===== src/rtl/stream_mux_rr.sv =====
// stream_mux_rr
//   N_CH-input valid/ready stream multiplexer with round-robin arbitration and
//   a single registered output stage. Sustains one beat per cycle.
//
//   Optional feature: define STREAM_MUX_LAST_LOCK_EN to keep multi-beat packets
//   contiguous (grant is held on a channel until it transfers a beat with
//   in_last set).
//
//   Lock state (only with STREAM_MUX_LAST_LOCK_EN):
//     state    | meaning
//     unlocked | grant decided by round-robin scan from ptr
//     locked   | grant forced to lock_ch until its in_last beat transfers
//
// Ports
//   clk        clock, all state updates on rising edge
//   rst        synchronous active-high reset
//   in_valid   per-channel valid
//   in_ready   per-channel ready, at most one bit set
//   in_data    channel i occupies [i*W +: W]
//   in_last    per-channel end-of-packet flag
//   out_valid  output register holds a beat
//   out_ready  consumer accepts the beat
//   out_data   registered data
//   out_last   registered in_last of the beat
//   out_ch     source channel of the beat

module stream_mux_rr #(
    parameter int N_CH = 4,
    parameter int W    = 8,
    localparam int CH_W = $clog2(N_CH)
) (
    input  logic              clk,
    input  logic              rst,
    input  logic [N_CH-1:0]   in_valid,
    output logic [N_CH-1:0]   in_ready,
    input  logic [N_CH*W-1:0] in_data,
    input  logic [N_CH-1:0]   in_last,
    output logic              out_valid,
    input  logic              out_ready,
    output logic [W-1:0]      out_data,
    output logic              out_last,
    output logic [CH_W-1:0]   out_ch
);

    logic            out_valid_q, out_valid_d;
    logic [W-1:0]    out_data_q,  out_data_d;
    logic            out_last_q,  out_last_d;
    logic [CH_W-1:0] out_ch_q,    out_ch_d;
    logic [CH_W-1:0] ptr_q,       ptr_d;

`ifdef STREAM_MUX_LAST_LOCK_EN
    logic            locked_q,  locked_d;
    logic [CH_W-1:0] lock_ch_q, lock_ch_d;
`endif

    logic            free;
    logic            xfer;
    logic            grant_valid;
    logic [CH_W-1:0] grant;
    logic [CH_W:0]   scan_sum;
    logic [CH_W-1:0] scan_idx;
    logic [W-1:0]    sel_data;
    logic            sel_last;

    assign free = !out_valid_q || out_ready;

    // Scan ptr, ptr+1, ... modulo N_CH. The extra sum bit lets the wrap work
    // for non-power-of-two N_CH without ever producing an unused index.
    always_comb begin
        grant       = '0;
        grant_valid = 1'b0;
        scan_sum    = '0;
        scan_idx    = '0;
        for (int k = 0; k < N_CH; k++) begin
            scan_sum = {1'b0, ptr_q} + (CH_W+1)'(k);
            if (scan_sum >= (CH_W+1)'(N_CH)) begin
                scan_sum = scan_sum - (CH_W+1)'(N_CH);
            end
            scan_idx = scan_sum[CH_W-1:0];
            if (!grant_valid && in_valid[scan_idx]) begin
                grant_valid = 1'b1;
                grant       = scan_idx;
            end
        end
`ifdef STREAM_MUX_LAST_LOCK_EN
        // Locked channel keeps the grant even while it is idle mid-packet.
        if (locked_q) begin
            grant       = lock_ch_q;
            grant_valid = 1'b1;
        end
`endif
    end

    always_comb begin
        sel_data = '0;
        for (int i = 0; i < N_CH; i++) begin
            if (grant == CH_W'(i)) begin
                sel_data = in_data[i*W +: W];
            end
        end
    end

    assign sel_last = in_last[grant];

    always_comb begin
        in_ready = '0;
        if (free && !rst && grant_valid) begin
            in_ready[grant] = 1'b1;
        end
    end

    assign xfer = free && !rst && grant_valid && in_valid[grant];

    always_comb begin
        out_valid_d = out_valid_q;
        out_data_d  = out_data_q;
        out_last_d  = out_last_q;
        out_ch_d    = out_ch_q;
        ptr_d       = ptr_q;
`ifdef STREAM_MUX_LAST_LOCK_EN
        locked_d    = locked_q;
        lock_ch_d   = lock_ch_q;
`endif
        if (xfer) begin
            out_valid_d = 1'b1;
            out_data_d  = sel_data;
            out_last_d  = sel_last;
            out_ch_d    = grant;
            if (grant == CH_W'(N_CH-1)) begin
                ptr_d = '0;
            end else begin
                ptr_d = grant + 1'b1;
            end
`ifdef STREAM_MUX_LAST_LOCK_EN
            locked_d  = !sel_last;
            lock_ch_d = grant;
`endif
        end else if (free) begin
            out_valid_d = 1'b0;
        end
    end

    always_ff @(posedge clk) begin
        if (rst) begin
            out_valid_q <= 1'b0;
            out_data_q  <= '0;
            out_last_q  <= 1'b0;
            out_ch_q    <= '0;
            ptr_q       <= '0;
`ifdef STREAM_MUX_LAST_LOCK_EN
            locked_q    <= 1'b0;
            lock_ch_q   <= '0;
`endif
        end else begin
            out_valid_q <= out_valid_d;
            out_data_q  <= out_data_d;
            out_last_q  <= out_last_d;
            out_ch_q    <= out_ch_d;
            ptr_q       <= ptr_d;
`ifdef STREAM_MUX_LAST_LOCK_EN
            locked_q    <= locked_d;
            lock_ch_q   <= lock_ch_d;
`endif
        end
    end

    assign out_valid = out_valid_q;
    assign out_data  = out_data_q;
    assign out_last  = out_last_q;
    assign out_ch    = out_ch_q;

endmodule


===== config.mk =====
export PLATFORM = sky130hd
export DESIGN_NAME = stream_mux_rr
export DESIGN_NICKNAME = d
export VERILOG_FILES = /design/src/rtl/stream_mux_rr.sv
export SDC_FILE = /design/constraint.sdc
export NUM_CORES = 1
export LEC_CHECK = 0
export ABC_AREA = 1
export CAP_MARGIN = 0
export CORE_MARGIN = 8
export CORE_UTILIZATION = 34
export DETAILED_ROUTE_END_ITERATION = 10
export GPL_ROUTABILITY_DRIVEN = 1
export PLACE_DENSITY = 0.68
export SLEW_MARGIN = 20
export SYNTH_ARGS = -nofsm -noshare
export SYNTH_HDL_FRONTEND = slang
export SYNTH_SLANG_ARGS = --single-unit

===== constraint.sdc =====
create_clock -name clk -period 2.6 [get_ports clk]
set_input_delay 0.39 -clock clk [delete_from_list [all_inputs] [get_ports clk]]
set_output_delay 0.39 -clock clk [all_outputs]
set_load 0.005 [all_outputs]

==> flow_summary.toml <==
[outcome]
outcome = "finished clean"

[sta]
slew_headroom_pct = 79.0
fin_skew_ns = 0.00138
min_period_ns = 2.50
setup_violations = 0
fin_crit_sh_pct = 96.3
finalHoldViolCount = 0
drv_slew = 0
grt_setup_unrepaired = "true"
timing.fmax_mhz = 399
fin_ws_ns = 0.0968
worst_pin_slew_ns = 0.315

[grt]
grt_max_degree = 23
grt.total_usage_pct = 11.9
grt_pass1_wl_mm = 5.97
first_global_vias = 1438
antenna_found_initial = 0
grt_overflow_total = 0

[synthesis]
synth_area_leaders = "dfxtp_1, nand2_1, nand3_1"
synth_compound_area_share_pct = 11.3
yosys-mux-area-fraction_pct = 0
synth-simple-area-share_pct = 49.1
yosys.area_share.xor_xnor_pct = 0
synthAdderAreaFrac_pct = 3.00
synth_edf_count = 0
syn_area_per_cell_um2 = 6.16
yosys.area.top_type_share_pct = 22.4
synth_top_family_by_area = "simple AND/OR/NAND/NOR gates"
yosys.area.top_type = "dfxtp_1"
synth_area_um2 = 1250
synth-seq-area-share_pct = 22.4
syn_nets = 249
yosysUniqueCellTypes = 25
ys_ff_latch = 14
synth_cells = 203
yosysWarnings = 0
async_flop_share_pct = 0
ys.flop_type = "dfxtp_1"

[final_layout]
areaGrowthSynthToFinish_pct = 68.7
drive_above_1_share_pct = 25.6
final_common_cell = "clkdlybuf4s50_1"
multi_input_area_um2 = 847
antenna_cells = 0
fin_cells = 325
fillers = 346
seq_area_um2 = 283
layout_common_cells = "clkdlybuf4s50_1, nand2_1, nor2_1"
postLayoutCoreUtil_pct = 58.5
fin_nets = 324

[flow_run]
drv_cap = 0

[route]
routedWlPerCell_um = 11.8
wl_met1_mm = 1.57
dr_wl_met3_um = 369
dr_wl_met2_mm = 1.87
finalWirelength_mm = 3.83
drtIter0Drc = 40
highest_layer = "met4"
drc = 0
via_count = 1500
detail_route.first_pass.iterations = 4
drtAntennaViolNets = 0
routed_via_density = 4.62

[placement]
dpl.hpwl_mm = 3.08
dp.cells = 318
routabilityCongestion = 0.847
portBuffers = 58
post-place-ws_ns = -0.218

[setup_path]
cp_data_arrival_time_ns = 2.11
r2r_start = "ptr_q[0]"
critPathLaunch = "in_valid[3]"
endpoint_kind = "primary output"
path_cells = "clkdlybuf4s50_1, inv_1, nand2_2, nand3_2, nand2_2, nor2_4, buf_4, nand3_4, nand3_4, ha_1, inv_1, nor2_1, dlygate4sd2_1"
cp_top_family = "buffers and inverters"
path_buf_inv = 5
start_kind = "input pin"
path_class = "input pin to primary output"
crit_fanout = 4
crit_required_ns = 2.21
cpPeakStageDelay_ns = 0.47
slowest_stage = "clkdlybuf4s50_1"

[die]
floorplan.die.width_um = 76.7
fp.dieArea_um2 = 5880
io_pins = 59
rows = 22
core_um2 = 3610
start_util_pct = 34.7
die_h_um = 76.7

[clock_network]
path_clk_slew_ns = 0.06
cts_tree = "built"
cts_sinks = 14
root_buffer = "clkbuf_8"
holdBufCountCts = 0
numCtsBuffers = 3
clock_path_buffers = 2
clk_latency_ns = 0.24
h-tree-depth = 1

[pwr]
power_leakage_nw = 1.02
peakVddDrop_mv = 0.609
powerDensity_nw_per_um2 = 1430

[min_path]
hold_start = "out_valid"
hold_path.class = "register to register"
-- path summary, 6_finish.rpt --
kind	end	slack, ns	depth (start not counted)
max	in_ready[2]	0.1	13
min	out_valid	0.48	2
min reg2reg	out_valid	0.48	2
max reg2reg	out_data[0]	0.22	21
-- logic make-up after synthesis --
group / after synthesis
compound gates: 22
buf+inv: 37
simple gates: 127
fa+ha+maj: 3
flops: 14
-- state kept, by name, summed over array words and instances (netlist names) --
name / count
out_last: 1
out_ch: 2
out_valid: 1
ptr_q: 2
out_data: 8
-- cell type report --
type | count | area share [%]
inverter | 29 | 5.39
multi-input combinational | 152 | 40.1
timing repair buffer | 78 | 35.6
sequential | 14 | 13.4
tap | 48 | 2.85
clock buffer | 4 | 2.61
-- power breakdown --
part / internal, mW / switching, mW
clock: 0.134 / 0.0744
sequential: 0.307 / 0.0636
combinational: 1.17 / 1.28
total: 1.61 / 1.42
-- stage by stage --
step	power, mW	TNS, ns	instance area [um2]	hold slack (ns)
finish	3.03	0	2110	0.484
floorplan	1.74	0	1250	0.472
global route	3.32	-0.0947	2110	0.509
CTS	2.86	0	2030	0.486
detailed placement	2.60	-2.13	1970	0.476
global placement	2.58	-1.80	1970	0.468
-- synth_stat cells, types with 3 or more instances --
| master | count |
|---|---|
| buf_6 | 4 |
| nand2_1 | 56 |
| dfxtp_1 | 14 |
| a21oi_1 | 3 |
| nand2_2 | 7 |
| nor2_2 | 5 |
| clkbuf_1 | 3 |
| o21ai_0 | 8 |
| ha_1 | 3 |
| nor2_1 | 24 |
| nand3_1 | 25 |
| a22oi_1 | 8 |
| inv_1 | 25 |
-- tightest hold or removal path: stages (launching register included) --
cell,delay [ns]
dfxtp_1,0.32
nand2_1,0.07
a21oi_1,0.05
-- routing by layer --
layer  track usage, %  up-vias
li1                 -      796
met1             12.6      652
met2             20.7       48
met3             5.94        4
met4             2.31        0
met5                0        -
-- repair_timing --
item	CTS	global route
setup endpoints to repair	4	12
resized for setup	10	30
pin swaps	2	8
setup buffers	1	2
No activity file was read; power rests on OpenSTA's default activity.
